**config.mk**
```make
export PLATFORM = sky130hd
export DESIGN_NAME = bcd_scan_ctrl
export DESIGN_NICKNAME = d
export VERILOG_FILES = /design/src/rtl/bcd_scan_pkg.sv /design/src/rtl/bcd_to_decimal.sv /design/src/rtl/bcd_scan_ctrl.sv
export SDC_FILE = /design/constraint.sdc
export NUM_CORES = 1
export LEC_CHECK = 0
export ABC_AREA = 1
export BUFFER_PORTS_ARGS = -buffer_cell sky130_fd_sc_hd__buf_2
export CAP_MARGIN = 20
export CORE_MARGIN = 3
export CORE_UTILIZATION = 32
export CTS_CLUSTER_SIZE = 25
export DETAILED_ROUTE_END_ITERATION = 16
export GPL_TIMING_DRIVEN = 0
export PLACE_DENSITY = 0.51
export SYNTH_ARGS = -nofsm -noshare
export SYNTH_HDL_FRONTEND = slang
export SYNTH_SLANG_ARGS = --single-unit
```
**constraint.sdc**
```tcl
create_clock -name clk -period 2.4 [get_ports clk]
set_input_delay 0.6 -clock clk [delete_from_list [all_inputs] [get_ports clk]]
set_output_delay 0.6 -clock clk [all_outputs]
set_load 0.02 [all_outputs]
```
**src/rtl/bcd_scan_pkg.sv**
```systemverilog
// rtl/bcd_scan_pkg.sv - shared state encoding and widths for the BCD scan controller
package bcd_scan_pkg;

   localparam logic [1:0] IDLE  = 2'd0;
   localparam logic [1:0] DWELL = 2'd1;
   localparam logic [1:0] BLANK = 2'd2;

   localparam int DEC_W   = 10;
   localparam int BCD_W   = 4;
   localparam int BCD_MAX = 9;

endpackage

```
**src/rtl/bcd_to_decimal.sv**
```systemverilog
// rtl/bcd_to_decimal.sv - gate-level 4-bit BCD to one-hot decimal decoder
module bcd_to_decimal (
   input  logic [3:0] bcd_i,
   output logic [9:0] dec_o
);

   logic [3:0] n;
   assign n = ~bcd_i;

   // Full minterms, so codes 10..15 decode to all-zero.
   assign dec_o[0] = n[3]     & n[2]     & n[1]     & n[0];
   assign dec_o[1] = n[3]     & n[2]     & n[1]     & bcd_i[0];
   assign dec_o[2] = n[3]     & n[2]     & bcd_i[1] & n[0];
   assign dec_o[3] = n[3]     & n[2]     & bcd_i[1] & bcd_i[0];
   assign dec_o[4] = n[3]     & bcd_i[2] & n[1]     & n[0];
   assign dec_o[5] = n[3]     & bcd_i[2] & n[1]     & bcd_i[0];
   assign dec_o[6] = n[3]     & bcd_i[2] & bcd_i[1] & n[0];
   assign dec_o[7] = n[3]     & bcd_i[2] & bcd_i[1] & bcd_i[0];
   assign dec_o[8] = bcd_i[3] & n[2]     & n[1]     & n[0];
   assign dec_o[9] = bcd_i[3] & n[2]     & n[1]     & bcd_i[0];

endmodule

```
**src/rtl/bcd_scan_ctrl.sv**
```systemverilog
// rtl/bcd_scan_ctrl.sv - double-buffered multiplexed BCD digit scanner with blanking
module bcd_scan_ctrl
   import bcd_scan_pkg::*;
#(
   parameter int NDIG      = 4,
   parameter int DWELL_CYC = 8,
   parameter int BLANK_CYC = 2
) (
   input  logic                clk,
   input  logic                rst,
   input  logic                en,
   input  logic                load_valid,
   output logic                load_ready,
   input  logic [4*NDIG-1:0]   load_digits,
   output logic [DEC_W-1:0]    dec_out,
   output logic [NDIG-1:0]     digit_sel,
   output logic                bcd_err,
   output logic                frame_done
);

   localparam int MAX_DB = (DWELL_CYC > BLANK_CYC) ? DWELL_CYC : BLANK_CYC;
   localparam int MAX_P  = (MAX_DB > NDIG) ? MAX_DB : NDIG;
   localparam int CNT_W  = $clog2(MAX_P + 1);
   localparam int IDX_W  = $clog2(NDIG);

   localparam logic [CNT_W-1:0] DWELL_LAST = CNT_W'(DWELL_CYC - 1);
   localparam logic [CNT_W-1:0] BLANK_LAST = CNT_W'(((BLANK_CYC > 0) ? BLANK_CYC : 1) - 1);
   localparam logic [IDX_W-1:0] IDX_LAST   = IDX_W'(NDIG - 1);

   logic [1:0]         state_q, state_d;
   logic [IDX_W-1:0]   idx_q, idx_d;
   logic [CNT_W-1:0]   cnt_q, cnt_d;
   logic [4*NDIG-1:0]  active_q, active_d;
   logic [4*NDIG-1:0]  pend_q, pend_d;
   logic               pend_full_q, pend_full_d;
   logic               loaded_q, loaded_d;
   logic               load_ready_q;
   logic [DEC_W-1:0]   dec_out_q;
   logic [NDIG-1:0]    digit_sel_q;
   logic               bcd_err_q, frame_done_q;

   logic               adv, xfer, frame_done_d;
   logic [BCD_W-1:0]   cur_digit;
   logic [DEC_W-1:0]   dec_raw;

   always_comb begin
      state_d     = state_q;
      idx_d       = idx_q;
      cnt_d       = cnt_q;
      active_d    = active_q;
      pend_d      = pend_q;
      pend_full_d = pend_full_q;
      loaded_d    = loaded_q;
      adv         = 1'b0;
      xfer        = 1'b0;

      case (state_q)
         IDLE: begin
            if (en && (pend_full_q || loaded_q)) begin
               state_d = DWELL;
               idx_d   = '0;
               cnt_d   = '0;
               xfer    = pend_full_q;
            end
         end
         DWELL: begin
            if (cnt_q == DWELL_LAST) begin
               cnt_d = '0;
               if (BLANK_CYC > 0) state_d = BLANK;
               else               adv     = 1'b1;
            end else begin
               cnt_d = cnt_q + 1'b1;
            end
         end
         BLANK: begin
            if (cnt_q == BLANK_LAST) begin
               cnt_d = '0;
               adv   = 1'b1;
            end else begin
               cnt_d = cnt_q + 1'b1;
            end
         end
         default: state_d = IDLE;
      endcase

      // en only matters here at the frame boundary; mid-frame it is ignored.
      if (adv) begin
         if (idx_q == IDX_LAST) begin
            idx_d = '0;
            if (en) begin
               state_d = DWELL;
               xfer    = pend_full_q;
            end else begin
               state_d = IDLE;
            end
         end else begin
            idx_d   = idx_q + 1'b1;
            state_d = DWELL;
         end
      end

      if (xfer) begin
         active_d    = pend_q;
         pend_full_d = 1'b0;
         loaded_d    = 1'b1;
      end
      if (load_valid && load_ready_q) begin
         pend_d      = load_digits;
         pend_full_d = 1'b1;
      end
   end

   always_comb begin
      cur_digit = '0;
      for (int i = 0; i < NDIG; i++) begin
         if (idx_d == IDX_W'(i)) cur_digit = active_d[4*i +: BCD_W];
      end
   end

   bcd_to_decimal u_dec (
      .bcd_i (cur_digit),
      .dec_o (dec_raw)
   );

   // Outputs are registered from next-state so they line up with the DWELL cycles.
   assign frame_done_d = (idx_d == IDX_LAST) &&
                         (((BLANK_CYC > 0) && (state_d == BLANK) && (cnt_d == BLANK_LAST)) ||
                          ((BLANK_CYC == 0) && (state_d == DWELL) && (cnt_d == DWELL_LAST)));

   always_ff @(posedge clk) begin
      if (rst) begin
         state_q      <= IDLE;
         idx_q        <= '0;
         cnt_q        <= '0;
         active_q     <= '0;
         pend_q       <= '0;
         pend_full_q  <= 1'b0;
         loaded_q     <= 1'b0;
         load_ready_q <= 1'b1;
         dec_out_q    <= '0;
         digit_sel_q  <= '0;
         bcd_err_q    <= 1'b0;
         frame_done_q <= 1'b0;
      end else begin
         state_q      <= state_d;
         idx_q        <= idx_d;
         cnt_q        <= cnt_d;
         active_q     <= active_d;
         pend_q       <= pend_d;
         pend_full_q  <= pend_full_d;
         loaded_q     <= loaded_d;
         load_ready_q <= ~pend_full_d;
         frame_done_q <= frame_done_d;
         if (state_d == DWELL) begin
            digit_sel_q <= NDIG'(1) << idx_d;
            bcd_err_q   <= (cur_digit > BCD_W'(BCD_MAX));
            dec_out_q   <= (cur_digit > BCD_W'(BCD_MAX)) ? '0 : dec_raw;
         end else begin
            digit_sel_q <= '0;
            bcd_err_q   <= 1'b0;
            dec_out_q   <= '0;
         end
      end
   end

   assign load_ready = load_ready_q;
   assign dec_out    = dec_out_q;
   assign digit_sel  = digit_sel_q;
   assign bcd_err    = bcd_err_q;
   assign frame_done = frame_done_q;

endmodule
```
==> impl_metrics.py <==
metrics = {
    "floorplanning": {
        "die_y_um": 94.72,
        "rows": 31,
        "dieArea_um2": 8971,
        "fp.dieW_um": 94.72,
        "core_area_um2": 7447,
        "pin_count": 37,
        "initial_utilization": 0.3382,
    },
    "clock_tree": {
        "root_buffer": "clkbuf_8",
        "clkSinkCount": 59,
        "cts_tree": "built",
        "cts-resized-gates": 0,
        "clock_latency_ns": 0.34,
        "cts_htree_levels": 3,
        "clock_tree.buffer_depth": 2,
        "cts_setup_buffers": 0,
        "ctsHoldBuffers": 0,
        "clk_pin_slew_worst_paths_ns": 0.06,
        "numCtsBuffers": 9,
    },
    "setup_path": {
        "worstPathMaxFanout": 5,
        "startpoint": "cnt_q[0]",
        "crit_buf_inv": 1,
        "worstPathArrival_ns": 2.29,
        "crit_path_start_kind": "flip-flop",
        "cpLargestDelayFamily": "simple AND/OR/NAND/NOR gates",
        "cpPeakStageDelay_ns": 0.39,
        "crit_chain": "ha_1 > nand2_2 > nor2_4 > nand2_1 > nand2_2 > inv_1 > nor2_1 > nand2_1 > nand4_1 > nand3_1 > nor2_1",
        "critPathKind": "reg -> reg",
        "crit_required_ns": 2.67,
        "r2r-start": "cnt_q[0]",
        "crit_path_top_delay_cell": "dfxtp_1",
        "reg2reg_setup_slack_ns": 0.37,
        "cp-end-kind": "flip-flop",
    },
    "finish": {
        "nNetsFinal": 409,
        "final_cell_mix": "107 x nand2_1, 59 x dfxtp_1, 40 x nor2_1, 37 x a21oi_1, 35 x buf_2",
        "layout-drive-gt1-share": 0.2097,
        "diodes": 0,
        "multi_input_area_um2": 1180,
        "fill_cells": 837,
        "layout_commonest_cell": "nand2_1",
        "final_cell_area_um2": 3009,
        "regArea_um2": 1181,
        "area_growth_pct": 19.47,
    },
    "synthesis": {
        "netlist_area_um2": 2519,
        "yosys_most_used_dff": "dfxtp_1",
        "yosysSeqAreaShare": 0.4690,
        "synth_async_sr_flop_share": 0,
        "synth-seq-cells": 59,
        "synthesis.nets": 363,
        "netlist_instances": 340,
        "synth_area_per_cell_um2": 7.408,
        "synth_warnings": 0,
        "synth_edf_count": 0,
        "synth.lib_cells_used.distinct": 28,
    },
    "route": {
        "routed-wl-met3_um": 186,
        "drt-initial-drc-count": 37,
        "drtPass1Iterations": 4,
        "wl_met2_um": 2606,
        "num_vias": 2217,
        "wl_um": 5696,
        "met1_length_um": 2732,
        "drc": 0,
        "highest_layer": "met4",
        "drt-wirelength-per-cell_um": 11.62,
        "detail-route-antenna-nets": 0,
        "via_per_inst": 4.524,
    },
    "sta": {
        "finalCriticalPeriod_ns": 2.026,
        "slew_violations": 0,
        "slew_headroom": 0.5898,
        "rsz0062_at_grt": "no",
        "tightestPinTransition_ns": 0.6125,
        "final_hold_viol_count": 0,
        "fin_crit_sh": 0.8442,
        "fin_skew_ns": 0.006696,
        "fmax_mhz": 493.6,
        "fin_ws_ns": 0.3740,
        "finalSetupViolCount": 0,
        "tns_ns": 0,
    },
    "placement": {
        "hpwl_um": 4386,
        "placed_area_um2": 2818,
        "io_buffers": 35,
        "pre_cts_ws_ns": 0.2248,
        "routabilityCongestion": 0.8001,
    },
    "grt": {
        "grt_usage": 0.1439,
        "grt_max_degree": 11,
        "grt_remaining_overflow": 0,
        "grt_pass1_vias": 2108,
        "antenna_found_initial": 0,
        "grt_pass1_wl_um": 9749,
    },
    "power": {
        "switching_share": 0.2439,
        "p_per_area_nw_per_um2": 689.2,
        "seqPwrFrac": 0.499,
        "p_int_mw": 1.568,
        "pwr-share-clk": 0.411,
        "power_mw": 2.074,
        "p_leak_nw": 1.386,
        "power_frac_comb": 0.091,
        "p_switching_mw": 0.5058,
        "vdd_drop_max_mv": 0.2804,
    },
    "run_status": {
        "status": "finished, final reports clean",
    },
    "job": {
        "maxCapViolCount": 0,
    },
    "min_path": {
        "hold_class": "reg -> reg",
        "min_from": "active_q[7]",
    },
}
## path summary, 6_finish.rpt
check / to / cells past startpoint
setup / recovery: dec_out[6] / 11
hold / removal: active_q[7] / 2
setup reg to reg: dec_out[6] / 11
hold reg to reg: active_q[7] / 2
## registers in the layout, summed over array words and instances, names as in the netlist
register,count
active_q,16
idx_q,2
state_q,2
bcd_err,1
dec_out,10
frame_done,1
digit_sel,4
pend_full_q,1
load_ready,1
cnt_q,4
loaded_q,1
pend_q,16
## power groups by stage
stage / registers, mW / clock network, mW / logic (mW)
final: 1.03 / 0.852 / 0.188
after global routing: 1.04 / 0.933 / 0.215
after CTS: 1.03 / 0.887 / 0.191
after detailed placement: 1.06 / 0 / 0.190
after global placement: 1.06 / 0 / 0.189
after floorplan: 1.06 / 0 / 0.128
## area by class of cell
cell class                      count  share of cell area
Clock inverter                      1            0.001663
Tap cell                           99             0.04116
Sequential cell                    59              0.3925
Timing Repair Buffer               35             0.05821
Multi-Input combinational cell    247              0.3921
Inverter                           23             0.02869
Clock buffer                       15             0.06195
Buffer                             11             0.02370
## synthesized netlist by cell type (2+ instances only)
| cell | n | area, µm² |
|---|---|---|
| nand4_1 | 2 | 12.51 |
| o21ai_1 | 2 | 10.01 |
| dfxtp_1 | 59 | 1181 |
| nor2_1 | 40 | 150.1 |
| nand3_2 | 2 | 20.02 |
| nand2_4 | 2 | 22.52 |
| a21oi_1 | 37 | 185.2 |
| nand2_2 | 10 | 62.56 |
| ha_1 | 3 | 37.54 |
| nand3_1 | 22 | 110.1 |
| nand2_1 | 107 | 401.6 |
| inv_2 | 5 | 18.77 |
| inv_1 | 18 | 67.56 |
| nor2_4 | 5 | 56.30 |
| nor2_2 | 3 | 18.77 |
| clkbuf_1 | 7 | 26.28 |
| buf_6 | 2 | 22.52 |
| o21ai_0 | 4 | 20.02 |
## kinds of logic after synthesis
family          after synthesis  share of synthesized area
flops                        59                     0.4690
simple gates                197                     0.3562
fa+ha+maj                     3                    0.01490
compound gates               47                    0.09737
buf+inv                      34                    0.06259
## worst register-to-register path: stages, from the launching register on
cell and delay (ns):
dfxtp_1 0.39, ha_1 0.26, nand2_2 0.11, nor2_4 0.14, nand2_1 0.08, nand2_2 0.10, inv_1 0.08, nor2_1 0.29
nand2_1 0.14, nand4_1 0.16, nand3_1 0.12, nor2_1 0.10
## per-layer routing
layer	track usage	up-vias
met1	0.1761	984
met2	0.2267	34
met3	0.04064	15
met4	0.08053	0
met5	0	-
li1	-	1184
## per-stage QoR
stage	cells	utilization	hold WS, ns
6_report	490	0.4041	0.4613
5_1_grt	490	0.4041	0.4831
4_1_cts	490	0.4041	0.4643
3_5_place_dp	474	0.3784	0.4548
3_3_place_gp	474	0.3784	0.4511
2_1_floorplan	340	-	0.4400
Power figures use the tool's default switching activity.
